`config.mk`:
```
export PLATFORM = sky130hd
export DESIGN_NAME = text_buffer_ctrl_flat
export DESIGN_NICKNAME = d
export VERILOG_FILES = /design/src/rtl/text_buffer_ctrl_if.sv /design/src/rtl/text_buffer_ctrl.sv /design/src/flat_wrapper.sv
export SDC_FILE = /design/constraint.sdc
export NUM_CORES = 1
export LEC_CHECK = 0
export BUFFER_PORTS_ARGS = -buffer_cell sky130_fd_sc_hd__buf_2
export CORE_ASPECT_RATIO = 0.7
export CORE_MARGIN = 3
export CORE_UTILIZATION = 50
export CTS_CLUSTER_DIAMETER = 50
export CTS_CLUSTER_SIZE = 25
export DETAILED_ROUTE_END_ITERATION = 8
export GPL_ROUTABILITY_DRIVEN = 1
export PLACE_DENSITY = 0.68
export SLEW_MARGIN = 10
export SYNTH_ARGS = -nofsm -noshare
export SYNTH_HDL_FRONTEND = slang
export SYNTH_SLANG_ARGS = --single-unit
```
`constraint.sdc`:
```
create_clock -name clk -period 8.15 [get_ports clk]
set_clock_uncertainty 0.15 [all_clocks]
set_input_delay 0.4075 -clock clk [delete_from_list [all_inputs] [get_ports clk]]
set_output_delay 0.4075 -clock clk [all_outputs]
set_load 0.005 [all_outputs]
```
`src/rtl/text_buffer_ctrl_if.sv`:
```
// Write-requester, control and renderer-read signals of the double-buffered text store.
// The master side is the requesters, the frame timing and the renderer; the slave side is the store.
interface text_buffer_ctrl_if #(
    parameter int IDX_W  = 3,
    parameter int CODE_W = 8
);
    logic              frame_start;
    logic              clr_req;
    logic              req0_valid;
    logic [IDX_W-1:0]  req0_idx;
    logic [CODE_W-1:0] req0_code;
    logic              req0_ready;
    logic              req1_valid;
    logic [IDX_W-1:0]  req1_idx;
    logic [CODE_W-1:0] req1_code;
    logic              req1_ready;
    logic [IDX_W-1:0]  rd_idx;
    logic [CODE_W-1:0] rd_code;
    logic              busy;
    logic              swapped;
    logic              wr_drop;

    modport master (
        output frame_start, clr_req,
        output req0_valid, req0_idx, req0_code,
        output req1_valid, req1_idx, req1_code, rd_idx,
        input  req0_ready, req1_ready, rd_code, busy, swapped, wr_drop
    );

    modport slave (
        input  frame_start, clr_req,
        input  req0_valid, req0_idx, req0_code,
        input  req1_valid, req1_idx, req1_code, rd_idx,
        output req0_ready, req1_ready, rd_code, busy, swapped, wr_drop
    );
endinterface

```
`src/rtl/text_buffer_ctrl.sv`:
```
// Double-buffered character-cell store: two arbitrated writers fill the back bank, and the
// banks swap only on frame_start. Every swap is followed by a copy from front to back.
module text_buffer_ctrl #(
    parameter int CELLS      = 7,
    parameter int CODE_W     = 8,
    parameter int IDX_W      = 3,
    parameter int BLANK_CODE = 36
) (
    input  logic              clk,
    input  logic              rst_n,
    text_buffer_ctrl_if.slave bus
);
    typedef enum logic [1:0] {IDLE, COPY, CLEAR} state_e;

    localparam logic [CODE_W-1:0] BLANK  = CODE_W'(BLANK_CODE);
    localparam logic [IDX_W-1:0]  LAST   = IDX_W'(CELLS - 1);
    localparam logic [IDX_W:0]    NCELLS = (IDX_W + 1)'(CELLS);

    state_e            state_q, state_d;
    logic [IDX_W-1:0]  cnt_q, cnt_d;
    logic              front_q, front_d;
    logic              swp_q, swp_d;
    logic              clrp_q, clrp_d;
    logic              last_q, last_d;
    logic              swapped_q, swapped_d;
    logic              drop_q, drop_d;
    logic [CODE_W-1:0] bank_q [2][CELLS];

    logic              g0, g1, we;
    logic [IDX_W-1:0]  x_idx, we_idx;
    logic [CODE_W-1:0] x_code, we_data;

    always_comb begin
        state_d   = state_q;
        cnt_d     = cnt_q;
        front_d   = front_q;
        swp_d     = swp_q;
        clrp_d    = clrp_q | bus.clr_req;
        last_d    = last_q;
        swapped_d = 1'b0;
        drop_d    = 1'b0;
        g0        = 1'b0;
        g1        = 1'b0;
        we        = 1'b0;
        we_idx    = cnt_q;
        we_data   = BLANK;
        x_idx     = bus.req0_idx;
        x_code    = bus.req0_code;
        unique case (state_q)
            IDLE: begin
                if (bus.frame_start && swp_q) begin
                    front_d   = ~front_q;
                    swp_d     = 1'b0;
                    swapped_d = 1'b1;
                    state_d   = COPY;
                    cnt_d     = '0;
                end else if (bus.clr_req || clrp_q) begin
                    clrp_d  = 1'b0;
                    state_d = CLEAR;
                    cnt_d   = '0;
                end else begin
                    // On a tie, the requester that did not win last time gets the grant.
                    g0 = bus.req0_valid && (!bus.req1_valid || last_q);
                    g1 = bus.req1_valid && (!bus.req0_valid || !last_q);
                    if (g1) begin
                        x_idx  = bus.req1_idx;
                        x_code = bus.req1_code;
                    end
                    if (g0 || g1) begin
                        last_d = g1;
                        if ({1'b0, x_idx} < NCELLS) begin
                            we      = 1'b1;
                            we_idx  = x_idx;
                            we_data = x_code;
                            swp_d   = 1'b1;
                        end else begin
                            drop_d = 1'b1;
                        end
                    end
                end
            end
            COPY: begin
                // front_q already points at the new front, so the back bank resyncs to it.
                we      = 1'b1;
                we_data = bank_q[front_q][cnt_q];
                cnt_d   = cnt_q + 1'b1;
                if (cnt_q == LAST) state_d = IDLE;
            end
            CLEAR: begin
                we    = 1'b1;
                cnt_d = cnt_q + 1'b1;
                if (cnt_q == LAST) begin
                    swp_d   = 1'b1;
                    state_d = IDLE;
                end
            end
            default: state_d = IDLE;
        endcase
    end

    always_ff @(posedge clk or negedge rst_n) begin
        if (!rst_n) begin
            state_q   <= IDLE;
            cnt_q     <= '0;
            front_q   <= 1'b0;
            swp_q     <= 1'b0;
            clrp_q    <= 1'b0;
            last_q    <= 1'b1;
            swapped_q <= 1'b0;
            drop_q    <= 1'b0;
            for (int b = 0; b < 2; b++)
                for (int c = 0; c < CELLS; c++)
                    bank_q[b][c] <= BLANK;
        end else begin
            state_q   <= state_d;
            cnt_q     <= cnt_d;
            front_q   <= front_d;
            swp_q     <= swp_d;
            clrp_q    <= clrp_d;
            last_q    <= last_d;
            swapped_q <= swapped_d;
            drop_q    <= drop_d;
            if (we) bank_q[~front_q][we_idx] <= we_data;
        end
    end

    assign bus.req0_ready = g0 & rst_n;
    assign bus.req1_ready = g1 & rst_n;
    assign bus.busy       = (state_q != IDLE);
    assign bus.swapped    = swapped_q;
    assign bus.wr_drop    = drop_q;
    assign bus.rd_code    = ({1'b0, bus.rd_idx} < NCELLS) ? bank_q[front_q][bus.rd_idx] : BLANK;
endmodule

```
`src/flat_wrapper.sv`:
```
// flat-port wrapper written by rule: the top's interface ports become plain ports
module text_buffer_ctrl_flat 
#(
    parameter int CELLS      = 7,
    parameter int CODE_W     = 8,
    parameter int IDX_W      = 3,
    parameter int BLANK_CODE = 36
)
  (clk, rst_n, bus_frame_start, bus_clr_req, bus_req0_valid, bus_req0_idx, bus_req0_code, bus_req1_valid, bus_req1_idx, bus_req1_code, bus_rd_idx, bus_req0_ready, bus_req1_ready, bus_rd_code, bus_busy, bus_swapped, bus_wr_drop);
  text_buffer_ctrl_if #(.IDX_W(IDX_W), .CODE_W(CODE_W)) bus_i ();
  input  logic clk;
  input  logic rst_n;
  input wire logic [$bits(bus_i.frame_start)-1:0] bus_frame_start;
  input wire logic [$bits(bus_i.clr_req)-1:0] bus_clr_req;
  input wire logic [$bits(bus_i.req0_valid)-1:0] bus_req0_valid;
  input wire logic [$bits(bus_i.req0_idx)-1:0] bus_req0_idx;
  input wire logic [$bits(bus_i.req0_code)-1:0] bus_req0_code;
  input wire logic [$bits(bus_i.req1_valid)-1:0] bus_req1_valid;
  input wire logic [$bits(bus_i.req1_idx)-1:0] bus_req1_idx;
  input wire logic [$bits(bus_i.req1_code)-1:0] bus_req1_code;
  input wire logic [$bits(bus_i.rd_idx)-1:0] bus_rd_idx;
  output wire logic [$bits(bus_i.req0_ready)-1:0] bus_req0_ready;
  output wire logic [$bits(bus_i.req1_ready)-1:0] bus_req1_ready;
  output wire logic [$bits(bus_i.rd_code)-1:0] bus_rd_code;
  output wire logic [$bits(bus_i.busy)-1:0] bus_busy;
  output wire logic [$bits(bus_i.swapped)-1:0] bus_swapped;
  output wire logic [$bits(bus_i.wr_drop)-1:0] bus_wr_drop;
  assign bus_i.frame_start = bus_frame_start;
  assign bus_i.clr_req = bus_clr_req;
  assign bus_i.req0_valid = bus_req0_valid;
  assign bus_i.req0_idx = bus_req0_idx;
  assign bus_i.req0_code = bus_req0_code;
  assign bus_i.req1_valid = bus_req1_valid;
  assign bus_i.req1_idx = bus_req1_idx;
  assign bus_i.req1_code = bus_req1_code;
  assign bus_i.rd_idx = bus_rd_idx;
  assign bus_req0_ready = bus_i.req0_ready;
  assign bus_req1_ready = bus_i.req1_ready;
  assign bus_rd_code = bus_i.rd_code;
  assign bus_busy = bus_i.busy;
  assign bus_swapped = bus_i.swapped;
  assign bus_wr_drop = bus_i.wr_drop;
  text_buffer_ctrl #(.CELLS(CELLS), .CODE_W(CODE_W), .IDX_W(IDX_W), .BLANK_CODE(BLANK_CODE)) u_core (.clk(clk), .rst_n(rst_n), .bus(bus_i));
endmodule
```
==> metrics.md, run 1 <==
| Metric | Value |
|---|---|
| Outcome | finished clean |
| Synth area leader | dfrtp_1 |
| Final-report hold violation count | 0 |
| CP peak stage delay | 0.78 ns |
| DP HPWL | about 12 mm |
| Commonest register cell after synthesis | dfrtp_1 |
| Slew @ Worst Pin | 0.991 ns |
| Vias | 5,053 |
| Fmax | 266 MHz |
| Area of the mapped netlist | 7100 sq um |
| Final nets | 613 |
| Total wire length | 19.5 mm |
| Initial DRC Count | 420 |
| DRC Markers | 0 |
| Worst hold path type | in2reg |
| Core area | 13,500 sq um |
| Synth top area cells | dfrtp_1 33%, mux2_2 18%, mux4_2 13% |
| DR pass1 iterations | 5 |
| Worst hold slack | between 0.1 and 0.15 ns |
| # rows | 35 |
| Cell Chain, Critical Path | buf_4 -> mux4_2 -> and2_1 -> a211oi_1 -> a21oi_1 -> buf_2 |
| R2R depth | 6 |
| Max Cap Viol | 0 |
| Max FO, Critical Path | between 50 and 60 |
| Clk pin slew, worst setup/hold paths | ~0.060 ns |
| Post-route design area | 8130 sq um |
| Fillers | 1,043 |
| LEAKAGE | 3.58 nW |
| Syn. warnings | 0 |
| Setup WS pre-CTS | 4.31 ns |
| Vias in the first global route | around 5,100 |
| Crit path from | u_core.front_q$_DFFE_PN0P_ |
| Commonest non-fill, non-tap cell in the layout | mux2_2 |
| Worst setup endpoint | bus_rd_code[5] |
| Clock Sinks | around 120 |
| Dpl cell area | 7410 sq um |
| Die Ht | roughly 110 microns |
| Post-synth ARST share | 100% |
| Fin. max-slew vios | 0 |
| Root buf cell | clkbuf_16 |
| Worst R2R Start | u_core.last_q$_DFFE_PN1P_ |
| Post-Synthesis Cells | 547 |
| Crit start category | flop |
| Worst Setup Slack, final | 4.40 ns |
| CP max stage cell | buf_4 |
| Pwr dens | 368 nW/um^2 |
| Critical Path End Type | output pin |
| Commonest cells after routing, fill and taps aside | 115 x mux2_2, 93 x dfrtp_1, 42 x mux4_2, 42 x buf_2, 33 x nor2_1 |
| Crit path kind | reg2out |
| Period utilization | 46.1% |
| Vias per cell | approximately 6.5 |
| Number of synthesized register bits | 123 |
| Sequential-to-total area share from yosys stat | ~44% |
| Largest net degree at the start of global routing | between 70 and 80 |
| FF-to-FF End | u_core.bank_q[46]$_DFFE_PN0P_ |
| Top-Level Pins | 44 |
| Die ar. | 15,700 sq um |
| Wire per inst | 25.2 microns |
| Layout cells sized above 1 | 47.7% |
| DIE WIDTH | 148 microns |
| Yosys top cell area share | 33.1% |
| Layout Area Growth over Synthesis | 14.5% |
| Slew headroom | around 33% |
| Worst EP required | 7.59 ns |
| Setup tns final | 0 ns |
| Worst Path Arrival | 3.20 ns |
| Synth cell types | 46 |
| CTS tree | done |
| Peak VDD IR | 0.167 mV |
| Grt total ovfl | 0 |
| EDFF count, synth | 0 |
| Syn Nets | 584 |
| TritonCTS buffer count | 17 |
| Clock latency on the worst-skew pair | 0.42 ns |
| Initial antenna violation count | 0 |
| Post-route ant nets | 0 |
| Clk buf depth | 2 |
| Diodes inserted | 0 |
| Starting Density | 52.5% |
| Routability cong. | 0.882 |
| Setup Viol. Count Final | 0 |
| RSZ-0062 raised after global routing | no |
| PortBufs | 43 |
| Post-CTS Resized | 0 |
| Synthesized area per cell | between 10 and 15 sq um |
| Tot GR Track Use | approximately a quarter |
| Fin crit period | 3.75 ns |
| H-tree levels | 4 |
| First-pass GRT wire length | 30.3 mm |
| Reg2Reg Setup Slack | 4.47 ns |
==> logic make-up (layout without fill, tap and decap cells) <==
logic type / Yosys count / count (layout) / share of synthesized area, %
buffers and inverters: 47 / 89 / 3.00
multiplexers: 181 / 181 / 35.0
flip-flops: 123 / 123 / 43.9
AO/OA/AOI/OAI: 87 / 87 / 9.04
XOR/XNOR: 1 / 1 / 0.123
adder cells (fa/ha/maj): 6 / 6 / 1.06
AND/OR/NAND/NOR: 102 / 102 / 7.98
==> critical path: cells and delay by family, from the launching register on <==
family | cells | cell delay [ns]
flops | 1 | 0.60
buf+inv | 2 | 0.93
mux | 1 | 0.60
simple gates | 1 | 0.17
compound gates | 2 | 0.40
==> area by class of cell <==
cell class / instances / area (sq um) / area share, %
Tap cell: 185 / 231 / 2.85
Clock inverter: 12 / 265 / 3.26
Sequential cell: 123 / 3120 / 38.3
Inverter: 8 / 30.0 / 0.369
Multi-Input combinational cell: 377 / 3770 / 46.4
Timing Repair Buffer: 49 / 265 / 3.26
Clock buffer: 20 / 447 / 5.49
==> report_power, final <==
group | leakage [nW] | total [mW] | switching (mW) | internal [mW]
clock | 0.342 | 0.928 | 0.285 | 0.643
sequential | 1.60 | 0.997 | 0.154 | 0.843
combinational | 1.65 | 1.07 | 0.550 | 0.517
==> through the flow <==
stage                     total power [mW]  util [%]  std cells
after detailed placement              2.05      54.8        741
after global routing                  3.14      60.1        774
after global placement                2.01      54.8        741
after floorplan                       1.78         -        547
final                                 2.99      60.1        774
after CTS                             2.99      60.1        774
==> worst min path at each step <==
stage / startpoint / end / slack (ns) / depth (start not counted)
after floorplan: rst_n / u_core.bank_q[0]$_DFFE_PN0P_ / -0.04 / 0
after global placement: rst_n / u_core.swp_q$_DFFE_PN0P_ / 0.34 / 1
after detailed placement: rst_n / u_core.swp_q$_DFFE_PN0P_ / 0.34 / 1
after CTS: bus_req0_valid / u_core.last_q$_DFFE_PN1P_ / 0.09 / 2
after global routing: bus_req0_valid / u_core.last_q$_DFFE_PN1P_ / 0.1 / 2
final: bus_req0_valid / u_core.last_q$_DFFE_PN1P_ / 0.11 / 2
==> timing repair <==
item	in CTS	in global routing
hold endpoints to repair	52	0
hold buffers	1	0
setup buffers	0	0
==> sequential cells by signal, indices dropped and copies added (netlist names) <==
register            cells
u_core.front_q          1
u_core.bank_q         112
u_core.last_q           1
u_core.cnt_q            3
u_core.swp_q            1
u_core.bus.swapped      1
u_core.state_q          2
u_core.bus.wr_drop      1
u_core.clrp_q           1
==> cells in the mapped netlist (all sizes together) (2+ instances only) <==
master and n:
mux2 116, dfrtp 94, mux4 42, nor2 33, dfstp 29, buf 24
mux2i 23, a211oi 20, a21oi 17, nand2 17, clkbuf 15, nand3 15
o21ai 11, and2 10, o31ai 8, inv 7, nor2b 7, ha 6
nor3b 6, o221ai 6, o22ai 5, nand2b 4, nand4 4, o211ai 4
a21boi 2, a221oi 2, a31o 2, and3 2, nand3b 2, o2111ai 2
o22a 2, or2 2
==> routing by layer <==
metal | track usage [%] | routed length (microns)
met1 | 36.5 | 8470
met2 | 38.4 | 8970
met3 | 7.39 | 1600
met4 | 8.97 | 484
met5 | 0 | 0
Power figures use the tool's default switching activity.
==> run 2: changes to the inputs <==
Settings changed: PLACE_DENSITY 0.68 to 0.7.
Clock period 8.15 ns to 3.2 ns, I/O delays scaled along.
==> run 2 against run 1 <==
Cell count up 5.0%; first-iteration DRC count up 41%; flip-flop and latch count unchanged; critical endpoint is now bus_rd_code[2].
==> metrics.md, run 2 (synthesized netlist as in run 1, its figures left out) <==
| Metric | Value |
|---|---|
| Inst Count DP | 775 (+4.6%) |
| CTS tree | done |
| Slew headroom | 32.6% (-0.85 points) |
| Worst EP required | 2.89 ns (-4.70 ns) |
| Fmax | 335 MHz |
| Setup tns final | 0 ns (unchanged) |
| Clk pin slew, worst setup/hold paths | 0.06 ns (about the same) |
| Setup Viol. Count Final | 0 (unchanged) |
| Grt total ovfl | 0 (unchanged) |
| DP HPWL | 13.1 mm (+9.4%) |
| Peak VDD IR | 0.403 mV (+140%) |
| Layout Area Growth over Synthesis | 18.1% |
| # rows | 35 (unchanged) |
| CP max stage cell | dfrtp_4 |
| Slew @ Worst Pin | 1.01 ns (+0.0149 ns) |
| Initial DRC Count | 593 (+41%) |
| Layout cells sized above 1 | 50.8% (+3.1 points) |
| DIE WIDTH | 148 microns (unchanged) |
| Core area | 13,500 sq um (unchanged) |
| Wire per inst | 24.1 microns (-4.4%) |
| Die Ht | 106 microns (unchanged) |
| Largest net degree at the start of global routing | 105 (+48%) |
| Cell Chain, Critical Path | buf_4 -> mux4_2 -> and2_1 -> a211oi_1 -> a21oi_1 -> buf_2 |
| Top-Level Pins | 44 (unchanged) |
| Tot GR Track Use | 25.8% (-0.035 points) |
| Period utilization | 93.4% |
| Post-route ant nets | 0 (unchanged) |
| Worst Path Arrival | 2.68 ns (-0.52 ns) |
| Largest register by flop count | u_core.bank_q |
| Max Cap Viol | 0 (unchanged) |
| DR pass1 iterations | 5 (unchanged) |
| Commonest cells after routing, fill and taps aside | 115 x mux2_2, 93 x dfrtp_1, 42 x mux4_2, 42 x buf_2, 38 x buf_4 |
| Crit path kind | reg2out |
| Vias in the first global route | 5,173 (+2.1%) |
| Clk buf depth | 2 (unchanged) |
| Initial antenna violation count | 0 (unchanged) |
| Commonest non-fill, non-tap cell in the layout | mux2_2 |
| Vias per cell | 6.38 (-2.3%) |
| PortBufs | 43 (unchanged) |
| Max FO, Critical Path | 15 (-73%) |
| Die ar. | 15,700 sq um (unchanged) |
| Worst Setup Slack, final | 0.211 ns (-4.18 ns) |
| CP peak stage delay | 0.64 ns (-0.14 ns) |
| Crit start category | flop |
| Post-Layout Cell Count | 813 (+5.0%) |
| Clock latency on the worst-skew pair | 0.42 ns (about the same) |
| Critical Path End Type | output pin |
| Routability cong. | 0.870 (-1.4%) |
| TritonCTS buffer count | 17 (unchanged) |
| Clock Sinks | 123 (unchanged) |
| Vias | 5,185 (+2.6%) |
| Final nets | 652 (+6.4%) |
| LEAKAGE | 3.75 nW (+4.6%) |
| H-tree levels | 4 (unchanged) |
| Fin crit period | approximately 3.0 ns |
| Post-CTS Resized | 0 (unchanged) |
| First-pass GRT wire length | 30.4 mm (+0.32%) |
| Top flop regs | u_core.bank_q: 112 flops, u_core.cnt_q: 3 flops, u_core.state_q: 2 flops |
| Total wire length | 19.6 mm (+0.45%) |
| RSZ-0062 raised after global routing | no |
| Fin. max-slew vios | 0 (unchanged) |
| Worst hold path type | in2async |
| R2R depth | 8 (+2) |
| Max reg flops | 112 (unchanged) |
| Setup WS pre-CTS | 0.240 ns (-4.07 ns) |
| Root buf cell | clkbuf_16 |
| Diodes inserted | 0 (unchanged) |
| Pwr dens | 895 nW/um^2 (+140%) |
| DRC Markers | 0 (unchanged) |
| Outcome | finished clean |
| Final-report hold violation count | 0 (unchanged) |
| Starting Density | 52.5% (unchanged) |
## run 2: cell types whose count changed in the layout (fill, tap and decap cells not counted), sizes merged
cell	previous run	this run
buf	48	83
bufinv	8	3
dlygate4sd3	1	5
clkinv	3	6
clkinvlp	1	3
clkbuf	20	21
inv	8	7
## run 2: report_power, final
| group | switching, mW | internal, mW | total, mW |
|---|---|---|---|
| clock network | 0.706 | 1.30 | 2.01 |
| logic | 1.38 | 1.50 | 2.88 |
| registers | 0.476 | 2.15 | 2.62 |
| total | 2.56 | 4.95 | 7.51 |
## run 2: what timing repair did
item                                    4_1_cts  5_1_grt
endpoints found under the hold margin        96        0
endpoints found under the setup margin        0        3
setup buffers                                 0        1
hold buffers                                  5        0
## run 2: cell type report
class                           count  area [sq um]
Fill cell                         976          5140
Clock buffer                       21           480
Tap cell                          185           231
Inverter                            8          30.0
Clock inverter                     11           141
Multi-Input combinational cell    377          3770
Timing Repair Buffer               88           613
Sequential cell                   123          3120
## run 2: worst paths after layout
path                                                    start                       endpoint  slack (ns)
worst max-delay path               u_core.front_q$_DFFE_PN0P_                 bus_rd_code[2]        0.21
worst min-delay path                                    rst_n        u_core.clrp_q$_DFF_PN0_        0.03
worst max register to register  u_core.state_q[0]$_DFFE_PN0P_  u_core.bank_q[79]$_DFFE_PN0P_        0.22
worst min register to register  u_core.bank_q[62]$_DFFE_PN0P_  u_core.bank_q[62]$_DFFE_PN0P_        0.36
max in group asynchronous                               rst_n  u_core.bank_q[28]$_DFFE_PN0P_        2.02
min in group clk                              bus_frame_start  u_core.state_q[1]$_DFFE_PN0P_        0.03
## run 2: per-layer routing
metal	up-vias	wire length, microns	GRT usage (%)
li1	2226	-	-
met1	2698	8540	36.4
met2	229	9100	39.0
met3	32	1610	6.83
met4	0	368	8.37
met5	-	0	0
## run 2: worst max-delay path: cells and delay by family (launching register included)
kind	cells	cell delay, ns
simple gates	1	0.17
buf+inv	2	0.48
compound gates	2	0.45
mux	1	0.52
flops	1	0.64
## run 2: per-stage QoR
step	util, %	power, mW	hold WS [ns]	cell area (sq um)
final	62.0	7.51	0.0305	8390
after detailed placement	56.8	5.39	-0.0720	7690
after global placement	56.8	5.28	-0.0781	7690
after floorplan	-	4.54	-0.286	7100
after global routing	62.0	7.88	0.0392	8390
after CTS	61.8	7.45	0.0208	8360
==> run 3: changes to the inputs <==
Settings changed: PLACE_DENSITY 0.7 to 0.68, RECOVER_POWER set to 50.
Clock period 3.2 ns to 3.4 ns, I/O delays scaled along.
==> run 3 against run 2 <==
Worst setup slack worse by 0.054 ns; global-route usage up 0.86 points; combinational power is 6% lower; non-clock buffer count is the same; clock power is 3% lower; hold slack got worse by 0.016 ns; sequential power decreased by 5%; sequential share of layout area fell by 0.11 points; core utilization up 0.18 points; routed wire length increased by 2.4%.
==> metrics.md, run 3 (synthesized netlist as in run 1, its figures left out) <==
| Metric | Value |
|---|---|
| Outcome | finished clean |
| Final nets | 652 (unchanged) |
| Routability cong. | 0.921 (+5.9%) |
| Wire per inst | 24.7 microns (+2.4%) |
| Worst Path Arrival | 3.39 ns (+0.71 ns) |
| Sw Ratio | 34.6% (+0.42 points) |
| RSZ-0062 raised after global routing | no |
| Setup tns final | 0 ns (unchanged) |
| Top flop regs | u_core.bank_q: 112 flops, u_core.cnt_q: 3 flops, u_core.state_q: 2 flops |
| Worst hold slack | 0.0142 ns (-0.0163 ns) |
| Fmax | 308 MHz |
| Grt total ovfl | 0 (unchanged) |
| TritonCTS buffer count | 17 (unchanged) |
| Top-Level Pins | 44 (unchanged) |
| DIE WIDTH | 148 microns (unchanged) |
| Post-route ant nets | 0 (unchanged) |
| Max Cap Viol | 0 (unchanged) |
| DP HPWL | 13.3 mm (+2.2%) |
| Slew @ Worst Pin | 1.47 ns (+0.463 ns) |
| P_sw | 2.47 mW (-3.7%) |
| Fin. max-slew vios | 0 (unchanged) |
| Clock Sinks | 123 (unchanged) |
| Setup Viol. Count Final | 0 (unchanged) |
| First-pass GRT wire length | 31.3 mm (+3.1%) |
| Vias in the first global route | 5,272 (+1.9%) |
| Initial antenna violation count | 0 (unchanged) |
| LEAKAGE | 3.73 nW (-0.43%) |
| Starting Density | 52.5% (unchanged) |
| Fin crit period | 3.24 ns |
| Clock latency on the worst-skew pair | 0.42 ns (about the same) |
| Max FO, Critical Path | 8 (-7) |
| PortBufs | 43 (unchanged) |
| Layout Area Growth over Synthesis | 18.5% |
| Largest net degree at the start of global routing | 57 (-46%) |
| Total wire length | 20.1 mm (+2.4%) |
| Clk buf depth | 2 (unchanged) |
| Final-report hold violation count | 0 (unchanged) |
| H-tree levels | 4 (unchanged) |
| Pwr dens | 849 nW/um^2 (-5.2%) |
| Commonest non-fill, non-tap cell in the layout | mux2_2 |
| Commonest cells after routing, fill and taps aside | 115 x mux2_2, 93 x dfrtp_1, 42 x mux4_2 |
| Diodes inserted | 0 (unchanged) |
| Core area | 13,500 sq um (unchanged) |
| R2R depth | 8 (unchanged) |
| Internal power | 4.67 mW (-5.5%) |
| Reg2Reg Setup Slack | 0.16 ns (-0.06 ns) |
| WHS Endpoint | u_core.front_q$_DFFE_PN0P_ |
| Worst hold path type | in2reg |
| Crit path kind | reg2reg |
| Clk pin slew, worst setup/hold paths | 0.06 ns (about the same) |
| Largest register by flop count | u_core.bank_q |
| Flop pwr share | 34.8% (about the same) |
| Peak VDD IR | 0.524 mV (+30%) |
| Die Ht | 106 microns (unchanged) |
| Clock power share | 27.1% (+0.4 points) |
| CTS tree | done |
| Initial DRC Count | 405 (-32%) |
| Worst EP required | 3.54 ns (+0.65 ns) |
| DR pass1 iterations | 5 (unchanged) |
| FF-to-FF End | u_core.bank_q[95]$_DFFE_PN0P_ |
| # rows | 35 (unchanged) |
| Vias per cell | 6.38 (about the same) |
| Crit start category | flop |
| Slew headroom | 2.04% (-31 points) |
| Root buf cell | clkbuf_16 |
| Die ar. | 15,700 sq um (unchanged) |
| DRC Markers | 0 (unchanged) |
| Fillers | 1,033 (+5.8%) |
| Worst R2R Start | u_core.state_q[0]$_DFFE_PN0P_ |
| Hold path depth | 3 |
| Vias | 5,183 (-0.039%) |
| Critical Path End Type | flop |
| Period utilization | 95.4% |
| Max reg flops | 112 (unchanged) |
| Comb pwr share | 38.1% (-0.2 points) |
| Tot GR Track Use | 26.7% (+0.86 points) |
| Layout cells sized above 1 | 50.6% (-0.16 points) |
| Min-delay src | bus_frame_start |
-- run 3: changes by cell type in the layout (fill, tap and decap cells not counted), moves of 3 or more --
cell        change
buf_4           -4
clkbuf_8        -3
clkinv_2        -3
clkinvlp_4      +3
-- run 3: metal layers --
layer | up-vias | global-route usage [%] | routed length (microns)
met5 | - | 0 | 0
met4 | 0 | 6.33 | 246
met3 | 29 | 9.41 | 1730
met2 | 243 | 39.1 | 9030
met1 | 2674 | 38.2 | 9060
li1 | 2237 | - | -
-- run 3: cell type report --
type | instances | area [sq um] | share of cell area [%]
Inverter | 8 | 30.0 | 0.357
Tap cell | 185 | 231 | 2.75
Sequential cell | 123 | 3120 | 37.1
Clock buffer | 18 | 439 | 5.22
Clock inverter | 14 | 196 | 2.33
Multi-Input combinational cell | 377 | 3790 | 45.0
Timing Repair Buffer | 88 | 608 | 7.23
-- run 3: critical path, cell delays in order (launching register included) --
cell and delay, ns:
dfrtp_1 0.41, inv_1 0.11, ha_1 0.31, a21boi_4 0.28, o211ai_1 0.30, and3_1 0.33
o2111ai_1 0.36, nand3b_2 0.48, mux2_2 0.40
-- run 3: what timing repair did --
| action | in CTS | in global routing |
|---|---|---|
| endpoints found under the hold margin | 40 | 0 |
| endpoints found under the setup margin | 0 | 31 |
| resized for setup | 0 | 2 |
| buffers inserted | 0 | 4 |
| hold buffers | 5 | 0 |
-- run 3: how the worst max path moves through the flow --
stage	startpoint	endpoint	slack [ns]	depth (start not counted)
finish	u_core.state_q[0]$_DFFE_PN0P_	u_core.bank_q[95]$_DFFE_PN0P_	0.16	8
global route	u_core.state_q[0]$_DFFE_PN0P_	u_core.bank_q[88]$_DFFE_PN0P_	0.01	8
CTS	u_core.state_q[0]$_DFFE_PN0P_	u_core.bank_q[33]$_DFFE_PN0P_	0.05	8
detailed placement	u_core.state_q[0]$_DFFE_PN0P_	u_core.bank_q[33]$_DFFE_PN0P_	0.07	8
global placement	u_core.state_q[0]$_DFFE_PN0P_	u_core.bank_q[35]$_DFFE_PN0P_	0.25	8
floorplan	u_core.state_q[0]$_DFFE_PN0P_	u_core.bank_q[32]$_DFFE_PN0P_	0.64	8
-- run 3: through the flow --
step | cell area (sq um) | utilization (%) | instances | setup slack [ns] | power (mW)
after CTS | 8350 | 61.7 | 809 | 0.0505 | 7.11
after global placement | 7670 | 56.7 | 772 | 0.250 | 5.02
after detailed placement | 7670 | 56.7 | 772 | 0.0673 | 5.12
after floorplan | 7100 | - | 547 | 0.639 | 4.28
after global routing | 8410 | 62.2 | 813 | 0.0127 | 7.50
final | 8410 | 62.2 | 813 | 0.157 | 7.14
-- run 3: power groups by stage --
stage	Clock, mW	Sequential (mW)	Combinational, mW
finish	1.94	2.49	2.72
floorplan	0	2.24	2.04
global placement	0	2.45	2.56
CTS	1.96	2.47	2.68
global route	2.02	2.55	2.92
detailed placement	0	2.48	2.64
